<file path="src/rtl/i2c_poll_pkg.sv">
// i2c_poll_pkg: shared definitions for the I2C poll sequencer.
//   state_t        - sequencer FSM encoding (also exported on the debug port)
//   txn_t          - transaction kinds: init write, pointer write, data read
//   BACKOFF_CYCLES - clk cycles to wait before re-issuing a failed transaction
//   RW_WRITE/READ  - rw encoding understood by the bus master
package i2c_poll_pkg;

    typedef enum logic [3:0] {
        S_IDLE,
        S_INIT_REQ,
        S_INIT_WAIT,
        S_PTR_REQ,
        S_PTR_WAIT,
        S_RD_REQ,
        S_RD_WAIT,
        S_BACKOFF,
        S_DELAY
    } state_t;

    typedef enum logic [1:0] {
        TXN_INIT,
        TXN_PTR,
        TXN_RD
    } txn_t;

    localparam int   BACKOFF_CYCLES = 1024;
    localparam logic RW_WRITE       = 1'b0;
    localparam logic RW_READ        = 1'b1;

    // Request state that (re-)issues a given transaction kind.
    function automatic state_t req_state(input txn_t t);
        case (t)
            TXN_INIT: return S_INIT_REQ;
            TXN_PTR:  return S_PTR_REQ;
            default:  return S_RD_REQ;
        endcase
    endfunction

endpackage

</file>
<file path="src/rtl/i2c_poll_sequencer_sync.sv">
// sync_2ff: W-bit double-flop synchronizer, async active-high reset.
//   clk, rst - destination clock and reset
//   d        - asynchronous input bits
//   q        - synchronized output bits (2 clk latency)
// RST_VAL sets the value both flops take during reset.
module sync_2ff #(
    parameter int             W       = 1,
    parameter logic [W-1:0]   RST_VAL = '0
) (
    input  logic         clk,
    input  logic         rst,
    input  logic [W-1:0] d,
    output logic [W-1:0] q
);

    logic [W-1:0] meta;

    always_ff @(posedge clk or posedge rst) begin
        if (rst) begin
            meta <= RST_VAL;
            q    <= RST_VAL;
        end else begin
            meta <= d;
            q    <= meta;
        end
    end

endmodule

</file>
<file path="src/rtl/i2c_poll_sequencer.sv">
// i2c_poll_sequencer: drives an I2C master's request port to run an optional
// init write, then loop pointer-write / read / latch / idle-delay, with
// retries, per-phase timeouts and fault reporting.
//   clk, rst                 - system clock, async active-high reset
//   enable                   - run while high; falling edge clears fault
//   cfg_addr, init_data, init_bytes, reg_ptr, read_bytes,
//   poll_interval, timeout, retry_limit - configuration (levels)
//   m_start/m_rw/m_stop/m_wakeup/m_addr/m_bytes/m_data_out - master request
//   m_busy, m_error, m_data_in - master status/data (bus-clock domain)
//   value, valid, sample_cnt, fault, err_cnt - host-side results
//   fsm_state                - current FSM state (debug)
//
// Handshake with the master: m_start is a level request held with stable
// fields until the synchronized busy is seen high; the transaction is over
// when synchronized busy falls, and m_error is sampled at that moment.
module i2c_poll_sequencer
    import i2c_poll_pkg::*;
#(
    parameter int MAX_BITS = 64,
    parameter int MAX_DIN  = 64
) (
    input  logic                clk,
    input  logic                rst,
    input  logic                enable,
    input  logic [6:0]          cfg_addr,
    input  logic [MAX_BITS-1:0] init_data,
    input  logic [4:0]          init_bytes,
    input  logic [7:0]          reg_ptr,
    input  logic [4:0]          read_bytes,
    input  logic [31:0]         poll_interval,
    input  logic [31:0]         timeout,
    input  logic [3:0]          retry_limit,
    output logic                m_start,
    output logic                m_rw,
    output logic                m_stop,
    output logic                m_wakeup,
    output logic [6:0]          m_addr,
    output logic [4:0]          m_bytes,
    output logic [MAX_BITS-1:0] m_data_out,
    input  logic                m_busy,
    input  logic                m_error,
    input  logic [MAX_DIN-1:0]  m_data_in,
    output logic [MAX_DIN-1:0]  value,
    output logic                valid,
    output logic [15:0]         sample_cnt,
    output logic                fault,
    output logic [7:0]          err_cnt,
    output state_t              fsm_state
);

    localparam logic [4:0] MAX_RD_BYTES = 5'(MAX_DIN / 8);

    state_t             state, next_state;
    txn_t               txn;
    logic [31:0]        timer;
    logic [3:0]         retries;
    logic               restart;
    logic               enable_q;
    logic               busy_s, error_s;
    logic               timed_out, delay_done, backoff_done, exhausted;
    logic               attempt_ok, attempt_fail, load_req;
    logic [4:0]         rd_bytes;
    logic [MAX_DIN-1:0] rd_mask;

    // Busy resets to 1 so that after reset nothing is issued until the bus
    // has really been observed idle through the synchronizer.
    sync_2ff #(.W(2), .RST_VAL(2'b10)) u_sync (
        .clk (clk),
        .rst (rst),
        .d   ({m_busy, m_error}),
        .q   ({busy_s, error_s})
    );

    assign m_stop    = 1'b1;
    assign m_wakeup  = 1'b0;
    assign fsm_state = state;
    assign m_start   = (state == S_INIT_REQ) || (state == S_PTR_REQ) || (state == S_RD_REQ);

    assign rd_bytes     = (read_bytes > MAX_RD_BYTES) ? MAX_RD_BYTES : read_bytes;
    assign timed_out    = (timeout != 32'd0) && (({1'b0, timer} + 33'd1) >= {1'b0, timeout});
    assign delay_done   = ({1'b0, timer} + 33'd1) >= {1'b0, poll_interval};
    assign backoff_done = (timer == 32'(BACKOFF_CYCLES - 1));
    assign exhausted    = (retries >= retry_limit);
    assign load_req     = (next_state != state) &&
                          ((next_state == S_INIT_REQ) || (next_state == S_PTR_REQ) || (next_state == S_RD_REQ));

    // Keep the low m_bytes*8 bits of the read data; m_bytes holds the
    // clamped read length for the whole read.
    always_comb begin
        rd_mask = '0;
        for (int i = 0; i < MAX_DIN; i++) begin
            rd_mask[i] = (i < 8 * int'(m_bytes));
        end
    end

    always_comb begin
        next_state   = state;
        attempt_ok   = 1'b0;
        attempt_fail = 1'b0;
        case (state)
            S_IDLE: begin
                if (enable && !busy_s) begin
                    next_state = (init_bytes != 5'd0) ? S_INIT_REQ : S_PTR_REQ;
                end
            end
            S_INIT_REQ, S_PTR_REQ, S_RD_REQ: begin
                if (busy_s) begin
                    next_state = (state == S_INIT_REQ) ? S_INIT_WAIT :
                                 (state == S_PTR_REQ)  ? S_PTR_WAIT  : S_RD_WAIT;
                end else if (!enable) begin
                    next_state = S_IDLE;
                end else if (timed_out) begin
                    attempt_fail = 1'b1;
                end
            end
            S_INIT_WAIT, S_PTR_WAIT, S_RD_WAIT: begin
                if (!busy_s) begin
                    attempt_ok   = !error_s;
                    attempt_fail = error_s;
                end else if (timed_out) begin
                    attempt_fail = 1'b1;
                end
                if (attempt_ok) begin
                    if (!enable)                                      next_state = S_IDLE;
                    else if (state == S_INIT_WAIT)                    next_state = S_PTR_REQ;
                    else if (state == S_PTR_WAIT && read_bytes != 0)  next_state = S_RD_REQ;
                    else                                              next_state = S_DELAY;
                end
            end
            S_BACKOFF: begin
                if (!enable)           next_state = S_IDLE;
                else if (backoff_done) next_state = req_state(txn);
            end
            S_DELAY: begin
                if (!enable)         next_state = S_IDLE;
                else if (delay_done) next_state = (restart && init_bytes != 5'd0) ? S_INIT_REQ : S_PTR_REQ;
            end
            default: next_state = S_IDLE;
        endcase
        if (attempt_fail) begin
            if (!enable)         next_state = S_IDLE;
            else if (!exhausted) next_state = S_BACKOFF;
            else                 next_state = S_DELAY;
        end
    end

    // Request fields change only on entry to a request state.
    always_ff @(posedge clk or posedge rst) begin
        if (rst) begin
            m_rw       <= 1'b0;
            m_addr     <= '0;
            m_bytes    <= '0;
            m_data_out <= '0;
            txn        <= TXN_INIT;
        end else if (load_req) begin
            m_addr <= cfg_addr;
            case (next_state)
                S_INIT_REQ: begin
                    txn        <= TXN_INIT;
                    m_rw       <= RW_WRITE;
                    m_bytes    <= init_bytes;
                    m_data_out <= init_data;
                end
                S_PTR_REQ: begin
                    txn        <= TXN_PTR;
                    m_rw       <= RW_WRITE;
                    m_bytes    <= 5'd1;
                    m_data_out <= {reg_ptr, {(MAX_BITS-8){1'b0}}};
                end
                default: begin
                    txn        <= TXN_RD;
                    m_rw       <= RW_READ;
                    m_bytes    <= rd_bytes;
                    m_data_out <= '0;
                end
            endcase
        end
    end

    always_ff @(posedge clk or posedge rst) begin
        if (rst) begin
            state      <= S_IDLE;
            timer      <= '0;
            retries    <= '0;
            restart    <= 1'b0;
            enable_q   <= 1'b0;
            value      <= '0;
            valid      <= 1'b0;
            sample_cnt <= '0;
            fault      <= 1'b0;
            err_cnt    <= '0;
        end else begin
            state    <= next_state;
            enable_q <= enable;
            valid    <= 1'b0;
            if (next_state != state) timer <= '0;
            else if (timer != '1)    timer <= timer + 32'd1;

            if (attempt_ok) begin
                retries <= '0;
                if (state == S_RD_WAIT) begin
                    value      <= m_data_in & rd_mask;
                    valid      <= 1'b1;
                    sample_cnt <= sample_cnt + 16'd1;
                end else if (state == S_PTR_WAIT && read_bytes == 5'd0) begin
                    valid <= 1'b1;
                end
            end

            if (attempt_fail) begin
                if (err_cnt != 8'hFF) err_cnt <= err_cnt + 8'd1;
                if (enable) begin
                    if (!exhausted) begin
                        retries <= retries + 4'd1;
                    end else begin
                        retries <= '0;
                        fault   <= 1'b1;
                        restart <= 1'b1;
                    end
                end
            end

            if (state == S_IDLE) begin
                retries <= '0;
                restart <= 1'b0;
            end
            if (state == S_DELAY && next_state != S_DELAY) restart <= 1'b0;
            if (enable_q && !enable) fault <= 1'b0;
        end
    end

endmodule

</file>
<file path="config.mk">
export PLATFORM = sky130hd
export DESIGN_NAME = i2c_poll_sequencer
export DESIGN_NICKNAME = d
export VERILOG_FILES = /design/src/rtl/i2c_poll_pkg.sv /design/src/rtl/i2c_poll_sequencer_sync.sv /design/src/rtl/i2c_poll_sequencer.sv
export SDC_FILE = /design/constraint.sdc
export NUM_CORES = 1
export LEC_CHECK = 0
export CAP_MARGIN = 20
export CORE_ASPECT_RATIO = 1.2
export CORE_MARGIN = 2
export CORE_UTILIZATION = 46
export DETAILED_ROUTE_END_ITERATION = 6
export PLACE_DENSITY = 0.89
export SYNTH_ARGS = -nofsm -noshare
export SYNTH_HDL_FRONTEND = slang
export SYNTH_SLANG_ARGS = --single-unit
</file>
<file path="constraint.sdc">
create_clock -name clk -period 9.45 [get_ports clk]
set_input_delay 2.835 -clock clk [delete_from_list [all_inputs] [get_ports clk]]
set_output_delay 2.835 -clock clk [all_outputs]
set_load 0.05 [all_outputs]
</file>
==> results of run 1 <==
-- power by group through the flow --
stage / combinational, uW / clock (uW) / sequential (uW)
after floorplan: 736 / 0 / 2410
after global placement: 2580 / 0 / 1420
after detailed placement: 2630 / 0 / 1440
after CTS: 2640 / 901 / 1430
after global routing: 2770 / 942 / 1470
final: 2640 / 891 / 1440
-- sequential cells by signal, summed over array words and instances, names as in the netlist, 2 cells and up --
name         flops
sample_cnt      16
m_data_out      64
u_sync.q         2
retries          4
value           64
u_sync.meta      2
err_cnt          8
fsm_state        4
m_addr           7
timer           32
m_bytes          5
-- metal layers --
layer / GRT usage (%) / up-vias / routed length [um]
met1: 33.2 / 5118 / 14400
met4: 14.7 / 2 / 1970
li1: - / 4852 / -
met5: 0 / - / 13
met2: 48.8 / 539 / 19000
met3: 6.03 / 116 / 3030
-- layout make-up --
cell class	count	area (um^2)
diodes	3	7.51
clock buffers	31	656
clock inverters	9	82.6
fillers	1911	8220
inverters	143	544
multi-input cells	786	5380
flip-flops and latches	214	5360
well taps	325	407
repair buffers	403	4020
-- cell families (layout without fill, tap and decap cells) --
group	after synthesis	count (layout)	share of synthesized area, %
buffers and inverters	189	586	6.88
adder cells (fa/ha/maj)	72	72	7.83
other	2	5	0.0653
flip-flops	214	214	46.6
multiplexers	78	78	7.00
AO/OA/AOI/OAI	188	188	11.8
AND/OR/NAND/NOR	395	395	16.0
XOR/XNOR	51	51	3.88
-- worst max-delay path by stage --
stage | start | endpoint | slack (ns) | cells after the start
CTS | poll_interval[28] | m_data_out[7] | 2.46 | 14
finish | timeout[4] | m_data_out[7] | 2.40 | 14
global placement | poll_interval[28] | m_data_out[45] | 2.14 | 14
global route | timeout[4] | m_data_out[7] | 2.15 | 14
detailed placement | poll_interval[28] | m_data_out[7] | 1.97 | 14
floorplan | rst | enable_q | 0.77 | 1
-- layout by cell type, fill, tap and decap left out, types with 3 or more instances in the layout --
master           instances
clkdlybuf4s50_1        397
dfrtp_1                212
nand2_1                166
inv_1                  142
nor2_1                  76
ha_1                    72
mux2i_1                 58
a22o_1                  48
nand3_1                 46
a21oi_1                 43
xnor2_1                 39
nand4_1                 27
clkbuf_16               23
o21a_1                  21
nor3_1                  19
o21ai_0                 18
mux2_1                  18
nor4_1                  17
xor2_1                  12
a21o_1                   8
and3_1                   8
a31oi_1                  6
and2_1                   6
o31ai_1                  6
buf_4                    6
and4_1                   5
clkinv_2                 5
clkbuf_8                 5
or2_2                    4
nand2b_1                 4
a211oi_1                 4
a41oi_1                  4
diode_2                  3
a221oi_1                 3
o211ai_1                 3
clkbuf_1                 3
-- critical path: stages --
cell	delay, ns
clkdlybuf4s50_1	0.49
inv_1	0.05
ha_1	0.32
a21oi_1	0.15
o21ai_0	0.12
a2111oi_0	0.61
o2111ai_1	0.20
a21o_1	0.28
nand2_1	0.26
o311ai_1	0.18
a211oi_2	0.41
a21o_4	0.80
buf_4	0.44
mux2i_1	0.30
-- per-stage QoR --
stage               cell area [um^2]  worst slack (ns)  utilization, %  std cells
detailed placement             15700              1.97            63.7       1871
finish                         16500              2.40            66.7       1914
CTS                            16400              2.46            66.7       1911
global placement               15700              2.14            63.7       1871
global route                   16500              2.15            66.7       1912
floorplan                      11500             0.767               -       1189
==> flow_summary_export.csv, run 1 <==
group,metric,value,unit
outcome,run_status,"completed",
clocking,ctsRootBufferMaster,"clkbuf_16",
power,p_sw_share,47.3,%
worst_setup_path,worstReg2RegEnd,"m_data_out[7]",
finish,syn_to_final_growth,43.0,%
logic_synthesis,synth_largest_area_cell,"dfrtp_1",
floorplan,dieHeight,177,um
flow_run,cap_violations,0,
placement,port_buffers,397,
timing,rsz0062_at_grt,"false",
placement,gp_congestion,0.913,
logic_synthesis,synth_ff_type,"dfrtp_1",
finish,drive_above_1_share,4.10,%
timing,fmax,142,MHz
floorplan,io_pins,400,
floorplan,dieArea,26300,um^2
worst_setup_path,r2r_start,"timer[14]",
finish,layout.nets,1869,
timing,worst_pin_slew,1.07,ns
routing,avgViaCountPerCell,5.55,
global_route,grt_usage,28.3,%
timing,fin_crit,7.05,ns
floorplan,initial_core_util,46.6,%
clocking,hold_buffers,0,
floorplan,core_area,24700,um^2
clocking,cts_resized,0,
global_route,grt_pass1_vias,10943,
power,ir_drop,0.219,mV
logic_synthesis,synth_area_leaders,"dfrtp_1 (46%), ha_1 (7.8%), nand2_1 (5.4%), mux2i_1 (5.0%), inv_1 (4.7%)",
timing,hold_violations,0,
timing,finalSetupViolCount,0,
power,p_leak,0.00776,uW
routing,vias,10627,
power,powerDensity,302,nW/um^2
placement,hpwl,29000,um
logic_synthesis,async_flop_share,100,%
logic_synthesis,postSynthCellCount,1189,
clocking,cts_sinks,214,
logic_synthesis,avgSynthCellArea,9.68,um^2
clocking,path_clk_slew,0.06,ns
logic_synthesis,ys_top_cells_by_count,"dfrtp_1 (212), nand2_1 (166), inv_1 (143)",
worst_setup_path,endpoint_kind,"register",
worst_setup_path,crit_type,"in2reg",
timing,holdWs,0.370,ns
power,p_sw,2350,uW
logic_synthesis,synth_top_cell_area_share,46.1,%
power,p_comb_share,53.1,%
global_route,grt_max_degree,141,
logic_synthesis,yosysMostFrequentCell,"dfrtp_1",
logic_synthesis,synth_nets,1487,
worst_setup_path,crit_required,9.87,ns
clocking,cts_inserted_buffers,23,
hold_path,min_to,"u_sync.q[1]",
routing,drc,0,
hold_path,holdCritStartpoint,"u_sync.meta[1]",
worst_setup_path,cp.arrival,7.47,ns
logic_synthesis,synth-edff-count,0,
logic_synthesis,yosysSeqAreaShare,46.6,%
hold_path,worstHoldPathCells,0,
timing,skew,0.0194,ns
logic_synthesis,syn-cell-area,11500,um^2
global_route,globalRouteOverflowTotal,0,
global_route,antenna_found_initial,3,
global_route,grt_pass1_wl,58700,um
timing,fin_setup_tns,0,ns
worst_setup_path,ff2ff_path_depth,19,
clocking,clk-insertion-delay-late,0.52,ns
worst_setup_path,startpoint_type,"input pin",
clocking,cts_buffer_depth,3,
floorplan,rows,63,
worst_setup_path,r2r_setup_slack,2.88,ns
clocking,cts_tree,"yes",
floorplan,die_x,148,um
timing,maxSlewViolCount,0,
routing,firstDrtPassIters,5,
logic_synthesis,ys_warn_count,0,
routing,wl_per_cell,20.1,um
clocking,htree_num_levels,1,
timing,period_share,74.6,%
worst_setup_path,crit_path_max_fanout,60,
routing,wirelength,38400,um
timing,relSlewSlack,28.7,%
routing,first_iter_violations,676,
hold_path,hold_class,"reg2reg",
clocking,post_cts_buffers,0,
power,power_frac_seq,28.9,%
power,clock_power_share,17.9,%
power,finalPower,4970,uW
power,internal-power,2620,uW
routing,ant_nets,0,
logic_synthesis,ys_types,68,
logic_synthesis,synth_seq_cells,214,
Power figures use the tool's default switching activity.
==> run 2: changes to the inputs <==
--- a/config.mk
+++ b/config.mk
@@ -8,9 +8,9 @@
 export CAP_MARGIN = 20
 export CORE_ASPECT_RATIO = 1.2
 export CORE_MARGIN = 2
-export CORE_UTILIZATION = 46
+export CORE_UTILIZATION = 42
 export DETAILED_ROUTE_END_ITERATION = 6
-export PLACE_DENSITY = 0.89
+export PLACE_DENSITY = 0.86
 export SYNTH_ARGS = -nofsm -noshare
 export SYNTH_HDL_FRONTEND = slang
 export SYNTH_SLANG_ARGS = --single-unit
==> constraint.sdc (replaced) <==
create_clock -name clk -period 5.75 [get_ports clk]
set_input_delay 1.725 -clock clk [delete_from_list [all_inputs] [get_ports clk]]
set_output_delay 1.725 -clock clk [all_outputs]
set_load 0.05 [all_outputs]
==> run 2 against run 1 <==
Compared with the run above:
- clock power rose by 67%
- first-iteration DRC count increased by 6.4%
- register-to-register slack worse by 2.5 ns
- sequential power rose by 64%
- via count grew 0.89%
- combinational power increased by 70%
- core utilization shrank 4.6 points
- clock skew down 0.0033 ns
- total power increased by 68%
==> flow_summary_export.csv, run 2 (same netlist as run 1, synthesis figures left out) <==
group,metric,value,unit
outcome,run_status,"completed",
floorplan,io_pins,400,
clocking,ctsRootBufferMaster,"clkbuf_16",
global_route,globalRouteOverflowTotal,0,
finish,final_area,16800,um^2
routing,firstDrtPassIters,5,
power,p_sw_share,46.8,%
power,power_frac_seq,28.3,%
clocking,path_clk_slew,0.06,ns
routing,wirelength,38500,um
clocking,cts_tree,"yes",
timing,relSlewSlack,47.4,%
timing,finalSetupViolCount,0,
power,finalPower,8340,uW
global_route,grt_max_degree,120,
floorplan,dieArea,28700,um^2
clocking,cts_inserted_buffers,24,
worst_setup_path,r2r_start,"timer[0]",
power,clock_power_share,17.9,%
routing,avgViaCountPerCell,5.49,
worst_setup_path,crit_type,"reg2reg",
floorplan,initial_core_util,42.6,%
placement,gp_congestion,0.915,
worst_setup_path,slowest_stage,"dfrtp_1",
routing,drc,0,
timing,period_share,92.8,%
global_route,top_usage_layer,"met2",
power,p_comb_share,53.8,%
finish,layout.nets,1891,
worst_setup_path,critPathLaunch,"timer[0]",
worst_setup_path,cp.arrival,5.78,ns
clocking,clk-insertion-delay-late,0.51,ns
timing,maxSlewViolCount,0,
worst_setup_path,cpMostUsedCell,"ha_1",
power,p_leak,0.00793,uW
global_route,antenna_found_initial,3,
floorplan,rows,66,
global_route,use_met3,5.52,%
clocking,hold_buffers,0,
clocking,htree_num_levels,1,
worst_setup_path,crit_chain,"ha_1, and4_2, nand4_4, nor3_1, nand2_1, xnor2_1, ha_1, a21oi_1, o21ai_0, a221oi_1, nand4_1, nor2_2, o21a_1, a41oi_1, a211oi_2, a21o_4, buf_12, buf_4, mux2i_1",
timing,worst_pin_slew,0.789,ns
clocking,cts_sinks,214,
finish,syn_to_final_growth,45.7,%
power,powerDensity,497,nW/um^2
global_route,grt_usage,25.9,%
worst_setup_path,worstReg2RegEnd,"m_data_out[31]",
global_route,grt_pass1_wl,58500,um
worst_setup_path,crit_path_max_fanout,37,
finish,final_cells,1953,
timing,fin_crit,5.34,ns
placement,dp_cells,1906,
placement,hpwl,29600,um
worst_setup_path,ff2ff_path_depth,19,
finish,mostFrequentLayoutCell,"clkdlybuf4s50_1",
timing,skew,0.0161,ns
floorplan,dieHeight,185,um
finish,layout_common_cells,"clkdlybuf4s50_1 (397), dfrtp_1 (212), nand2_1 (166)",
floorplan,die_x,155,um
worst_setup_path,endpoint_kind,"register",
timing,hold_violations,0,
global_route,met1_usage,30.7,%
worst_setup_path,cp-endpoint,"m_data_out[31]",
placement,post_dp_cell_area,16000,um^2
routing,vias,10722,
placement,port_buffers,397,
timing,fmax,187,MHz
finish,postLayoutCoreUtil,62.1,%
global_route,use_met2,44.2,%
clocking,cts_buffer_depth,3,
finish,top_regs,"m_data_out: 64 flops, value: 64 flops, timer: 32 flops",
worst_setup_path,crit_required,6.19,ns
worst_setup_path,critPathMaxStageDelay,0.48,ns
floorplan,core_area,27000,um^2
worst_setup_path,r2r_setup_slack,0.41,ns
power,p_sw,3900,uW
routing,ant_nets,0,
hold_path,hold_class,"reg2reg",
power,ir_drop,0.429,mV
power,internal-power,4440,uW
routing,first_iter_violations,719,
worst_setup_path,startpoint_type,"register",
routing,wl_per_cell,19.7,um
finish,drive_above_1_share,5.59,%
global_route,grt_pass1_vias,10944,
flow_run,cap_violations,0,
[run 2: repair_timing]
action,4_1_cts,5_1_grt
gates resized for setup,0,5
setup buffers,0,1
endpoints found under the setup margin,0,108
[run 2: cell type report]
cell class / count / area, um^2
fillers: 2108 / 10200
well taps: 340 / 425
diodes: 3 / 7.51
inverters: 143 / 541
clock buffers: 38 / 744
multi-input cells: 786 / 5410
clock inverters: 5 / 28.8
flip-flops and latches: 214 / 5360
repair buffers: 424 / 4250
[run 2: power by group through the flow]
stage          combinational, uW  clock, uW  sequential, uW
6_report                    4480       1490            2360
4_1_cts                     4490       1520            2360
2_1_floorplan               1210          0            3950
3_3_place_gp                4380          0            2340
3_5_place_dp                4460          0            2360
5_1_grt                     4710       1580            2420
[run 2: layer usage]
metal | part of all wire, % | up-vias
met3 | 7.6 | 126
met5 | 0 | -
met2 | 49 | 493
met4 | 5.1 | 0
met1 | 38 | 5215
li1 | - | 4888
[run 2: worst min-delay path by stage]
stage | cells after the start | startpoint | end
floorplan | 0 | u_sync.meta[0] | u_sync.q[0]
global placement | 0 | u_sync.meta[1] | u_sync.q[1]
detailed placement | 0 | u_sync.meta[1] | u_sync.q[1]
CTS | 0 | u_sync.meta[1] | u_sync.q[1]
global route | 0 | u_sync.meta[1] | u_sync.q[1]
finish | 0 | u_sync.meta[1] | u_sync.q[1]
[run 2: through the flow]
step | hold slack (ns) | TNS [ns] | worst slack, ns
floorplan | 0.331 | 0 | 1.24
CTS | 0.357 | 0 | 0.0986
global route | 0.363 | -0.0139 | -0.00539
global placement | 0.348 | 0 | 0.173
finish | 0.356 | 0 | 0.412
detailed placement | 0.349 | 0 | 0.0852
[run 2: critical path, delay by kind of cell (launching register included)]
kind	cells	cell delay [ns]
flip-flops	1	0.48
multiplexers	1	0.20
AND/OR/NAND/NOR	6	1.42
XOR/XNOR	1	0.34
buffers and inverters	2	0.48
AO/OA/AOI/OAI	7	1.73
adder cells (fa/ha/maj)	2	0.58
==> run 3: changes to the inputs <==
--- a/config.mk
+++ b/config.mk
@@ -8,9 +8,10 @@
 export CAP_MARGIN = 20
 export CORE_ASPECT_RATIO = 1.2
 export CORE_MARGIN = 2
-export CORE_UTILIZATION = 42
+export CORE_UTILIZATION = 46
 export DETAILED_ROUTE_END_ITERATION = 6
-export PLACE_DENSITY = 0.86
+export PLACE_DENSITY = 0.89
+export SETUP_SLACK_MARGIN = 0.2
 export SYNTH_ARGS = -nofsm -noshare
 export SYNTH_HDL_FRONTEND = slang
 export SYNTH_SLANG_ARGS = --single-unit
==> constraint.sdc (replaced) <==
create_clock -name clk -period 5.65 [get_ports clk]
set_input_delay 1.695 -clock clk [delete_from_list [all_inputs] [get_ports clk]]
set_output_delay 1.695 -clock clk [all_outputs]
set_load 0.05 [all_outputs]
==> run 3 against run 2 <==
Compared with the run above:
- routed wire length increased by 0.34%
- critical endpoint is now m_data_out[19]
- clock skew increased by 0.0095 ns
- non-clock buffer count is 1 lower
- sequential power grew 2%
- clock-buffer cell count decreased by 10
- die area shrank 8.5%
- register-to-register slack worse by 0.04 ns
- highest routed layer is now met5
- fmax up 1.2%
- total power is 1.1% higher
- critical path type unchanged
- clock power about the same
- largest cell class unchanged
==> flow_summary_export.csv, run 3 (same netlist as run 1, synthesis figures left out) <==
group,metric,value,unit
outcome,run_status,"completed",
finish,syn_to_final_growth,45.5,%
worst_setup_path,ff2ff_path_depth,21,
routing,firstDrtPassIters,5,
clocking,clk-insertion-delay-late,0.52,ns
timing,fmax,190,MHz
clocking,cts_inserted_buffers,23,
global_route,grt_pass1_vias,10756,
timing,skew,0.0256,ns
finish,layout.nets,1889,
routing,vias,10636,
placement,hpwl,30000,um
finish,mostFrequentLayoutCell,"clkdlybuf4s50_1",
hold_path,hold_class,"reg2reg",
clocking,htree_num_levels,1,
timing,setup_ws,0.374,ns
floorplan,dieArea,26300,um^2
flow_run,cap_violations,0,
floorplan,dieHeight,177,um
timing,worst_pin_slew,0.673,ns
global_route,grt_pass1_wl,58200,um
floorplan,core_area,24700,um^2
finish,nFillCells,1834,
global_route,antenna_found_initial,5,
power,p_leak,0.00792,uW
clocking,cts_sinks,214,
timing,fin_crit,5.28,ns
routing,avgViaCountPerCell,5.50,
worst_setup_path,cp.arrival,5.71,ns
hold_path,holdCritStartpoint,"u_sync.meta[1]",
global_route,grt_max_degree,87,
floorplan,die_x,148,um
worst_setup_path,critPathLaunch,"timer[14]",
timing,fin_setup_tns,0,ns
routing,drc,0,
floorplan,io_pins,400,
worst_setup_path,crit_path_max_fanout,28,
power,powerDensity,503,nW/um^2
clocking,path_clk_slew,0.06,ns
floorplan,initial_core_util,46.6,%
worst_setup_path,r2r_start,"timer[14]",
clocking,ctsRootBufferMaster,"clkbuf_16",
clocking,cts_tree,"yes",
global_route,grt_usage,28.2,%
clocking,hold_buffers,0,
finish,drive_above_1_share,5.92,%
floorplan,rows,63,
finish,layout_common_cells,"clkdlybuf4s50_1 (397), dfrtp_1 (212), nand2_1 (166)",
routing,wirelength,38700,um
timing,maxSlewViolCount,0,
finish,top_regs,"m_data_out: 64 flops, value: 64 flops, timer: 32 flops",
placement,port_buffers,397,
timing,hold_violations,0,
worst_setup_path,crit_required,6.08,ns
placement,dp_cells,1890,
timing,finalSetupViolCount,0,
timing,period_share,93.4,%
worst_setup_path,worstReg2RegEnd,"m_data_out[19]",
worst_setup_path,endpoint_kind,"register",
clocking,cts_buffer_depth,3,
placement,post-place-ws,0.128,ns
timing,rsz0062_at_grt,"false",
routing,ant_nets,0,
worst_setup_path,startpoint_type,"register",
timing,relSlewSlack,55.0,%
global_route,globalRouteOverflowTotal,0,
power,ir_drop,0.416,mV
placement,gp_congestion,0.921,
worst_setup_path,r2r_setup_slack,0.37,ns
routing,first_iter_violations,624,
worst_setup_path,cp-endpoint,"m_data_out[19]",
worst_setup_path,crit_type,"reg2reg",
routing,wl_per_cell,20.0,um
finish,final_cells,1933,
==> run 3: how the worst min path moves through the flow <==
stage,end,slack (ns),cells after the start
final,u_sync.q[1],0.36,0
after global routing,u_sync.q[1],0.36,0
after CTS,u_sync.q[1],0.36,0
after detailed placement,u_sync.q[1],0.36,0
after global placement,u_sync.q[1],0.35,0
after floorplan,u_sync.q[0],0.33,0
==> run 3: final cells by class <==
class                   count  area [um^2]  share of cell area (%)
multi-input cells         786         5440                    32.5
flip-flops and latches    214         5360                    32.0
repair buffers            423         4240                    25.3
clock buffers              28          624                    3.73
inverters                 143          541                    3.23
well taps                 325          407                    2.43
clock inverters            12          124                   0.740
diodes                      2         5.00                  0.0299
==> run 3: repair_timing <==
action	4_1_cts	5_1_grt
resized for setup	0	11
buffers inserted	0	0
hold endpoints to repair	0	0
setup endpoints to repair	0	105
==> run 3: worst max-delay path, cell delays in order (launching register included) <==
cell and delay [ns]:
dfrtp_1 0.45, and4_1 0.26, nand3_1 0.23, nor4_1 0.36
buf_4 0.19, nand2b_1 0.09, nor2_1 0.18, nand3_1 0.15
xnor2_2 0.25, ha_1 0.28, nand3_1 0.19, inv_1 0.08
a221oi_1 0.32, nand4_1 0.27, o21ai_1 0.33, a221o_1 0.29
a21oi_1 0.10, a211oi_2 0.27, a21o_4 0.26, buf_12 0.23
buf_4 0.18, mux2i_1 0.22
==> run 3: where the power goes <==
group / internal, uW / switching, uW
registers: 2030 / 377
logic: 1570 / 2960
clock network: 846 / 639
total: 4450 / 3980
==> run 3: through the flow <==
stage                     total power [uW]  instance area [um^2]  util (%)  hold WS (ns)
after global placement                6810                 15900      64.5         0.347
after detailed placement              6920                 15900      64.5         0.355
after global routing                  8780                 16700      67.9         0.358
after CTS                             8450                 16700      67.5         0.358
final                                 8430                 16700      67.9         0.356
after floorplan                       5250                 11500         -         0.331
==> run 3: layer usage <==
layer,wire (um),part of all wire (%),GRT usage [%],up-vias
met1,14600,38,33.3,5126
met2,19200,50,49.0,495
met5,43,0.11,0,-
li1,-,-,-,4891
met3,2850,7.4,5.75,118
met4,1930,5.0,13.6,6
